===== config.mk =====
export PLATFORM = sky130hd
export DESIGN_NAME = uart_tx_buffered
export DESIGN_NICKNAME = d
export VERILOG_FILES = /design/src/rtl/uart_pkg.sv /design/src/rtl/uart_tx_buffered_fifo.sv /design/src/rtl/uart_tx_buffered.sv
export SDC_FILE = /design/constraint.sdc
export NUM_CORES = 1
export LEC_CHECK = 0
export ABC_AREA = 1
export CAP_MARGIN = 20
export CORE_UTILIZATION = 66
export CTS_CLUSTER_SIZE = 14
export DETAILED_ROUTE_END_ITERATION = 8
export PLACE_DENSITY = 0.84
export SYNTH_ARGS = -nofsm -noshare
export SYNTH_HDL_FRONTEND = slang
export SYNTH_SLANG_ARGS = --single-unit

===== constraint.sdc =====
create_clock -name clk -period 5.9 [get_ports clk]
set_input_delay 1.18 -clock clk [delete_from_list [all_inputs] [get_ports clk]]
set_output_delay 1.18 -clock clk [all_outputs]
set_load 0.05 [all_outputs]

===== src/rtl/uart_pkg.sv =====
// Shared types and helpers for the buffered UART transmitter.
// Optional even-parity support is selected with UART_TX_PARITY_EN.
package uart_pkg;

    typedef enum logic [2:0] {IDLE, START, DATA, PARITY, STOP} tx_state_t;

    localparam int UART_DATA_BITS = 8;

    function automatic int clks_per_bit(input int clk_freq, input int baud);
        return clk_freq / baud;
    endfunction

endpackage


===== src/rtl/uart_tx_buffered_fifo.sv =====
// byte_fifo: synchronous FIFO with registered head, full/empty flags and occupancy count.
// Used by uart_tx_buffered (UART_TX_PARITY_EN does not affect this file).
module byte_fifo #(
    parameter int WIDTH = 8,
    parameter int DEPTH = 16
) (
    input  logic                     clk,
    input  logic                     reset,
    input  logic                     push,
    input  logic [WIDTH-1:0]         din,
    input  logic                     pop,
    output logic [WIDTH-1:0]         head,
    output logic                     full,
    output logic                     empty,
    output logic [$clog2(DEPTH):0]   count
);

    localparam int AW = $clog2(DEPTH);
    localparam logic [AW:0] DEPTH_CNT = (AW+1)'(DEPTH);

    logic [WIDTH-1:0] mem [DEPTH];
    logic [AW-1:0]    wr_ptr;
    logic [AW-1:0]    rd_ptr;
    logic [AW-1:0]    rd_ptr_n;
    logic [AW:0]      count_n;
    logic [WIDTH-1:0] head_n;
    logic             push_ok;
    logic             pop_ok;

    // A full FIFO rejects a push even when a pop happens in the same cycle.
    assign push_ok  = push && !full;
    assign pop_ok   = pop && !empty;
    assign rd_ptr_n = pop_ok ? rd_ptr + AW'(1) : rd_ptr;

    // NOTE: every signal written here gets a default first so no latch is inferred.
    always_comb begin
        count_n = count;
        unique case ({push_ok, pop_ok})
            2'b10:   count_n = count + (AW+1)'(1);
            2'b01:   count_n = count - (AW+1)'(1);
            default: count_n = count;
        endcase
        head_n = mem[rd_ptr_n];
        if (push_ok && (wr_ptr == rd_ptr_n)) begin
            head_n = din;
        end
    end

    // NOTE: storage is deliberately not reset; only pointers and flags define validity.
    always_ff @(posedge clk) begin
        if (push_ok) begin
            mem[wr_ptr] <= din;
        end
    end

    always_ff @(posedge clk) begin
        if (reset) begin
            wr_ptr <= '0;
            rd_ptr <= '0;
            count  <= '0;
            full   <= 1'b0;
            empty  <= 1'b1;
            head   <= '0;
        end else begin
            if (push_ok) begin
                wr_ptr <= wr_ptr + AW'(1);
            end
            rd_ptr <= rd_ptr_n;
            count  <= count_n;
            full   <= (count_n == DEPTH_CNT);
            empty  <= (count_n == '0);
            head   <= head_n;
        end
    end

endmodule


===== src/rtl/uart_tx_buffered.sv =====
// Buffered UART transmitter: byte FIFO feeding an 8N1 serializer with a drain-complete pulse.
// Define UART_TX_PARITY_EN to insert an even-parity bit (8E1 frames).
module uart_tx_buffered
    import uart_pkg::*;
#(
    parameter int CLK_FREQ   = 100_000_000,
    parameter int BAUD       = 115200,
    parameter int FIFO_DEPTH = 16
) (
    input  logic                          clk,
    input  logic                          reset,
    input  logic                          send,
    input  logic [7:0]                    tx_byte,
    output logic                          full,
    output logic [$clog2(FIFO_DEPTH):0]   count,
    output logic                          busy,
    output logic                          overflow,
    output logic                          uart_tx,
    output logic                          done
);

    localparam int CLKS_PER_BIT = clks_per_bit(CLK_FREQ, BAUD);
    localparam int BAUD_W       = (CLKS_PER_BIT > 1) ? $clog2(CLKS_PER_BIT) : 1;
    localparam int BIT_W        = $clog2(UART_DATA_BITS);
    localparam logic [BAUD_W-1:0] BAUD_LAST = BAUD_W'(CLKS_PER_BIT - 1);
    localparam logic [BIT_W-1:0]  BIT_LAST  = BIT_W'(UART_DATA_BITS - 1);

    tx_state_t         state, state_n;
    logic [BAUD_W-1:0] baud_cnt, baud_n;
    logic [BIT_W-1:0]  bit_idx, bit_n;
    logic [7:0]        shift_q, shift_n;
    logic              tx_n;
    logic              done_n;
    logic              pop;
    logic              bit_end;
    logic [7:0]        fifo_head;
    logic              fifo_empty;
`ifdef UART_TX_PARITY_EN
    logic              parity_q, parity_n;
`endif

    byte_fifo #(
        .WIDTH (8),
        .DEPTH (FIFO_DEPTH)
    ) u_fifo (
        .clk   (clk),
        .reset (reset),
        .push  (send),
        .din   (tx_byte),
        .pop   (pop),
        .head  (fifo_head),
        .full  (full),
        .empty (fifo_empty),
        .count (count)
    );

    assign bit_end = (baud_cnt == BAUD_LAST);

    // uart_tx is computed one step ahead so the pin itself comes straight from a flop.
    always_comb begin
        state_n = state;
        baud_n  = (state == IDLE || bit_end) ? '0 : baud_cnt + BAUD_W'(1);
        bit_n   = bit_idx;
        shift_n = shift_q;
        tx_n    = uart_tx;
        done_n  = 1'b0;
        pop     = 1'b0;
`ifdef UART_TX_PARITY_EN
        parity_n = parity_q;
`endif
        unique case (state)
            IDLE: begin
                if (!fifo_empty) begin
                    pop     = 1'b1;
                    state_n = START;
                    tx_n    = 1'b0;
                end
            end
            START: begin
                if (bit_end) begin
                    state_n = DATA;
                    bit_n   = '0;
                    tx_n    = shift_q[0];
                end
            end
            DATA: begin
                if (bit_end) begin
                    if (bit_idx == BIT_LAST) begin
`ifdef UART_TX_PARITY_EN
                        state_n = PARITY;
                        tx_n    = parity_q;
`else
                        state_n = STOP;
                        tx_n    = 1'b1;
`endif
                    end else begin
                        bit_n   = bit_idx + BIT_W'(1);
                        shift_n = shift_q >> 1;
                        tx_n    = shift_q[1];
                    end
                end
            end
`ifdef UART_TX_PARITY_EN
            PARITY: begin
                if (bit_end) begin
                    state_n = STOP;
                    tx_n    = 1'b1;
                end
            end
`endif
            STOP: begin
                if (bit_end) begin
                    // Chain straight into the next start bit when more bytes are waiting.
                    if (!fifo_empty) begin
                        pop     = 1'b1;
                        state_n = START;
                        tx_n    = 1'b0;
                    end else begin
                        state_n = IDLE;
                        tx_n    = 1'b1;
                        done_n  = 1'b1;
                    end
                end
            end
            default: begin
                state_n = IDLE;
                tx_n    = 1'b1;
            end
        endcase
        if (pop) begin
            shift_n = fifo_head;
`ifdef UART_TX_PARITY_EN
            parity_n = ^fifo_head;
`endif
        end
    end

    // NOTE: sequential state is updated with non-blocking '<=' only; the block above uses '='.
    always_ff @(posedge clk) begin
        if (reset) begin
            state    <= IDLE;
            baud_cnt <= '0;
            bit_idx  <= '0;
            shift_q  <= '0;
            uart_tx  <= 1'b1;
            done     <= 1'b0;
            busy     <= 1'b0;
            overflow <= 1'b0;
        end else begin
            state    <= state_n;
            baud_cnt <= baud_n;
            bit_idx  <= bit_n;
            shift_q  <= shift_n;
            uart_tx  <= tx_n;
            done     <= done_n;
            busy     <= (state_n != IDLE);
            overflow <= overflow | (send & full);
        end
    end

`ifdef UART_TX_PARITY_EN
    always_ff @(posedge clk) begin
        if (reset) begin
            parity_q <= 1'b0;
        end else begin
            parity_q <= parity_n;
        end
    end
`endif

endmodule


After elaboration in Yosys (flattened, before gate mapping)
Memory sizes are Yosys's and may differ from the RTL's. A register that Yosys moved wholly into a read port is not among the register bits.
Index checks and enable logic that the tools add are counted.
Widths: inputs -> output; s select.

cells by class
  reductions and logical operators = 16
  bitwise gates (word level) = 4
  equality and inequality tests = 14
  add/sub/neg operators = 6
  multiplexer cells = 29

operators with widths
  operator               number
  $mux 8                 4
  $mux 3                 8
  $pmux 3 s4             1
  $mux 1                 11
  $add 10x1->10 const B  1
  $eq 10x10->1 const B   1
  $ne 2x2->1 const B     5
  $pmux 5 s2             1
  $add 4x1->4 const B    2
  $reduce_and 4->1       2
  $eq 3x3->1 const B     2
  $pmux 3 s2             1
  $reduce_bool 2->1      3
  $add 5x1->5 const B    1
  $eq 5x5->1 const B     1
  $logic_not 5->1        1
  $sub 5x1->5 const B    1
  $mux 4                 1
  $pmux 1 s4             1
  $add 3x1->3 const B    1
  $eq 3x1->1 const B     1
  $eq 3x2->1 const B     1
  $logic_not 3->1        1
  $reduce_and 3->1       1
  other kinds (13)       16

storage, ports and cells
  flip-flop bits (word level) = 43
  output and inout port bits = 10
  memories kept = 1
  RAM bits = 128

memories
  name        words  width  rd ports  clocked after Yosys merged registers in  wr ports  line                         text
  u_fifo.mem  16     8      1         1                                        1         uart_tx_buffered_fifo.sv:21  logic [WIDTH-1:0] mem [DEPTH];

Longest topological paths before layout
  depth in word-level cells = 7
  gate-level depth with buffers = 21
  mapped depth without buffers = 19

Cells and area by module
Synthesis repeated with hierarchy kept, for this count alone.

second synthesis, totals
  cell total of the unflattened synthesis = 841
  area, all modules = 8056.5 um2

by module, submodules not included
  module            times used  sequential area each (um2)  cells an instance  area an instance (um2)
  byte_fifo         1           4304.1                      641                6621.4
  uart_tx_buffered  1           560.5                       200                1435.1

Worst setup path after synthesis
OpenSTA, ideal clock, no wires.

  path kind = input-to-reg
  from = input port send
  to = register u_fifo.full
  buffers on the path = 0
  data arrival time = 3052 ps
  required time = 5822 ps
  setup slack = 2770 ps
  cell stages on the path = 14
  cells stage by stage = inv_1 > nor2_1 > inv_1 > ha_1 > xor2_1 > ha_1 > a21oi_1 > nor2_1 > nand2_1 > o31ai_1 > o211ai_1 > xor2_1 > inv_1 > nor3_1

between the ends
  word-level cells in the longest chain between the ends = 4
  elaborated cells between the ends (all ways) = 5

ends and longest elaborated chain
  element                                   line                         text
  start: declaration                        uart_tx_buffered.sv:12       input logic send,
  $logic_and 1x1->1 (*)                     uart_tx_buffered_fifo.sv:31  assign push_ok = push && !full;
  $eq 2x1->1 or $eq 2x2->1 (tied branches)  uart_tx_buffered_fifo.sv:38  unique case ({push_ok, pop_ok})
  $pmux 5 s2 (*)                            uart_tx_buffered_fifo.sv:38
  $eq 5x5->1 (*)                            uart_tx_buffered_fifo.sv:70  full <= (count_n == DEPTH_CNT);
  end signal: assignment                    uart_tx_buffered_fifo.sv:70
  end: declaration                          uart_tx_buffered_fifo.sv:13  output logic full,

Mark *: on every way between the ends. The rest lies on a longest branch, timed or not.
A chain may end at the register's enable or synchronous reset.

Final worst setup path
Ends and elaborated chain as after synthesis.

==> impl_metrics.toml <==
[global_route]
grt_antenna_before_repair = 0
grt_pass1_vias = 5944
overflow = 0
grt_max_degree = 66
grt_pass1_wl_um = 29000
grt_usage_pct = 30.4

[route]
avgViaCountPerCell = 5.99
ant_nets = 0
wl_per_cell_um = 17.9
routed_wl_um = 18400
num_vias = 6150
drt-initial-drc-count = 798
firstDrtPassIters = 9
drc = 0

[cts]
htreeDepth = 4
clk_pin_slew_ns = 0.06
cts.sinks = 179
hold_buffers = 0
cts_tree = "built"
cts_buffer_depth = 2
clkLatencyLatePin_ns = 0.44
cts_buffers = 17
cts_resized = 0
ctsRootBufferMaster = "clkbuf_16"
cts_setup_buffers = 0

[critical_path]
cp_max_fo = 6
critical_path_class = "primary input to register"
crit_arrival_ns = 3.91
start_kind = "primary input"
crit_required_ns = 6.25
crit_path_end_kind = "register"
r2r_cells = 16

[synthesis]
async_flop_share_pct = 0
yosysMostFrequentCell = "nand3_1"
synth_area_um2 = 8140
synth_fa_ha_area_share_pct = 1.69
syn_inst = 861
synth-xor-area-share_pct = 1.17
yosys-top-cells-area = "edfxtp_1 47%, dfxtp_1 13%, nand3_1 11%"
yosysWarnings = 0
ys_types = 36
synth_commonest_cells = "174 x nand3_1, 145 x inv_1, 129 x nand2_1"
syn_avg_cell_area_um2 = 9.46
synth-edff-count = 128
synth_simple_gate_area_share_pct = 25.4
synth_top_family_by_area = "simple AND/OR/NAND/NOR gates"
ys_seq_elements = 179
muxShareOfSynthArea_pct = 0.246
postSynthNetCount = 883
synth-main-ff-cell = "edfxtp_1"
synth_compound_area_share_pct = 2.72
ys_seq_area_share_pct = 59.7
yosysTopAreaCell = "edfxtp_1"
synth_top_area_share_pct = 47.2

[floorplanning]
coreArea_um2 = 12000
start_util_pct = 67.8
num_rows = 40
die_w_um = 113
die-area_um2 = 12800
pin_count = 21
die_h_um = 113

[timing]
setup_tns_ns = 0
setup_viol = 0
clock_skew_ns = 0.0115
rsz0062_at_grt = "false"
fin_crit_ns = 3.56
finalHoldViolCount = 0
slew_viol_final = 0
fin_crit_sh_pct = 60.3
slew_headroom_pct = 46.0
worstMarginPinSlew_ns = 0.807
fmax_ghz = 0.281

[final_layout]
multi_input_area_um2 = 2550
finalCoreUtilization_pct = 74.2
area_delta_synth_final_pct = 9.40
regArea_um2 = 4860
drive_gt1_share_pct = 6.26
fin_nets = 888
n_antenna_cell = 0
fillers = 840

[outcome]
status = "completed"

[power_and_ir_drop]
p_leak_nw = 3.67
p_total_mw = 4.07
power_density_nw_per_um2 = 457
vdd_ir_drop_max_mv = 0.299

[place]
dpl.hpwl_um = 11300
gp_congestion = 0.938
io_buffers = 20

[worst_hold_path]
whs_path_depth = 1
hold_path_class = "register to register"

[job]
max_cap_viol_count = 0
## placed cells by master, fill, tap and decap left out, types with 5 or more instances in the layout
cell,instances
nor2_1,70
xor2_1,6
nand2_2,5
a21oi_1,14
nand3b_1,32
ha_1,11
edfxtp_1,128
a31oi_1,10
dfxtp_1,51
nand3_1,173
inv_1,145
clkdlybuf4s50_1,20
nand2_1,127
nor3_1,9
nor2_2,6
o21ai_0,9
buf_4,5
clkbuf_16,17
## metrics by stage
step / worst slack, ns / cell area, um2 / hold WS, ns / instances
floorplan: 2.77 / 8140 / 0.418 / 861
global placement: 2.18 / 8390 / 0.432 / 994
detailed placement: 2.03 / 8390 / 0.441 / 994
CTS: 2.42 / 8910 / 0.455 / 1026
global route: 2.13 / 8910 / 0.476 / 1026
finish: 2.34 / 8910 / 0.453 / 1026
## final timing paths
| check | start | endpoint | slack [ns] |
|---|---|---|---|
| min | baud_cnt[0]$_SDFF_PP0_ | baud_cnt[0]$_SDFF_PP0_ | 0.45 |
| max reg2reg | baud_cnt[0]$_SDFF_PP0_ | u_fifo.head[6]$_SDFF_PP0_ | 2.58 |
| max | send | u_fifo.full$_SDFF_PP0_ | 2.34 |
| min reg2reg | baud_cnt[0]$_SDFF_PP0_ | baud_cnt[0]$_SDFF_PP0_ | 0.45 |
## cell type report
class	count	share of cell area [%]
sequential	179	54.6
multi-input combinational	496	28.6
inverter	147	6.19
clock buffer	20	4.90
timing repair buffer	25	2.67
tap	147	2.06
clock inverter	12	0.955
## state kept, by name, indices dropped and copies added, names as in the netlist, 3 cells and up
| name | cells |
|---|---|
| baud_cnt | 10 |
| shift_q | 8 |
| u_fifo.head | 8 |
| bit_idx | 3 |
| state | 3 |
| u_fifo.rd_ptr | 4 |
| u_fifo.count | 5 |
| u_fifo.wr_ptr | 4 |
| u_fifo.mem | 128 |
## power breakdown
part | leakage (nW) | internal [mW] | switching [mW]
clock network | 0.248 | 0.537 | 0.471
logic | 1.85 | 0.456 | 1.10
registers | 1.57 | 1.45 | 0.0608
## critical path, stage by stage
cell,delay [ns]
clkdlybuf4s50_1,0.47
inv_1,0.04
nor2_1,0.29
inv_1,0.20
ha_1,0.31
xor2_1,0.22
ha_1,0.19
a21oi_1,0.06
nor2_1,0.17
nand2_1,0.09
o31ai_1,0.09
o211ai_1,0.16
xor2_1,0.21
inv_1,0.08
nor3_1,0.15
## cells by family (layout without fill, tap and decap cells)
group / count (synthesis) / in the layout
and+or+nand+nor: 434 / 434
AOI/OAI and AO/OA: 39 / 39
buffers and inverters: 186 / 204
muxes: 2 / 2
xor gates and xnor gates: 10 / 10
DFF: 179 / 179
adders and majority gates: 11 / 11
## metal layers
metal / track usage (%) / part of all wire (%)
met1: 35.4 / 36
met2: 53.5 / 51
met3: 7.50 / 9.2
met4: 13.2 / 3.7
met5: 0 / 0
Power figures use the tool's default switching activity.
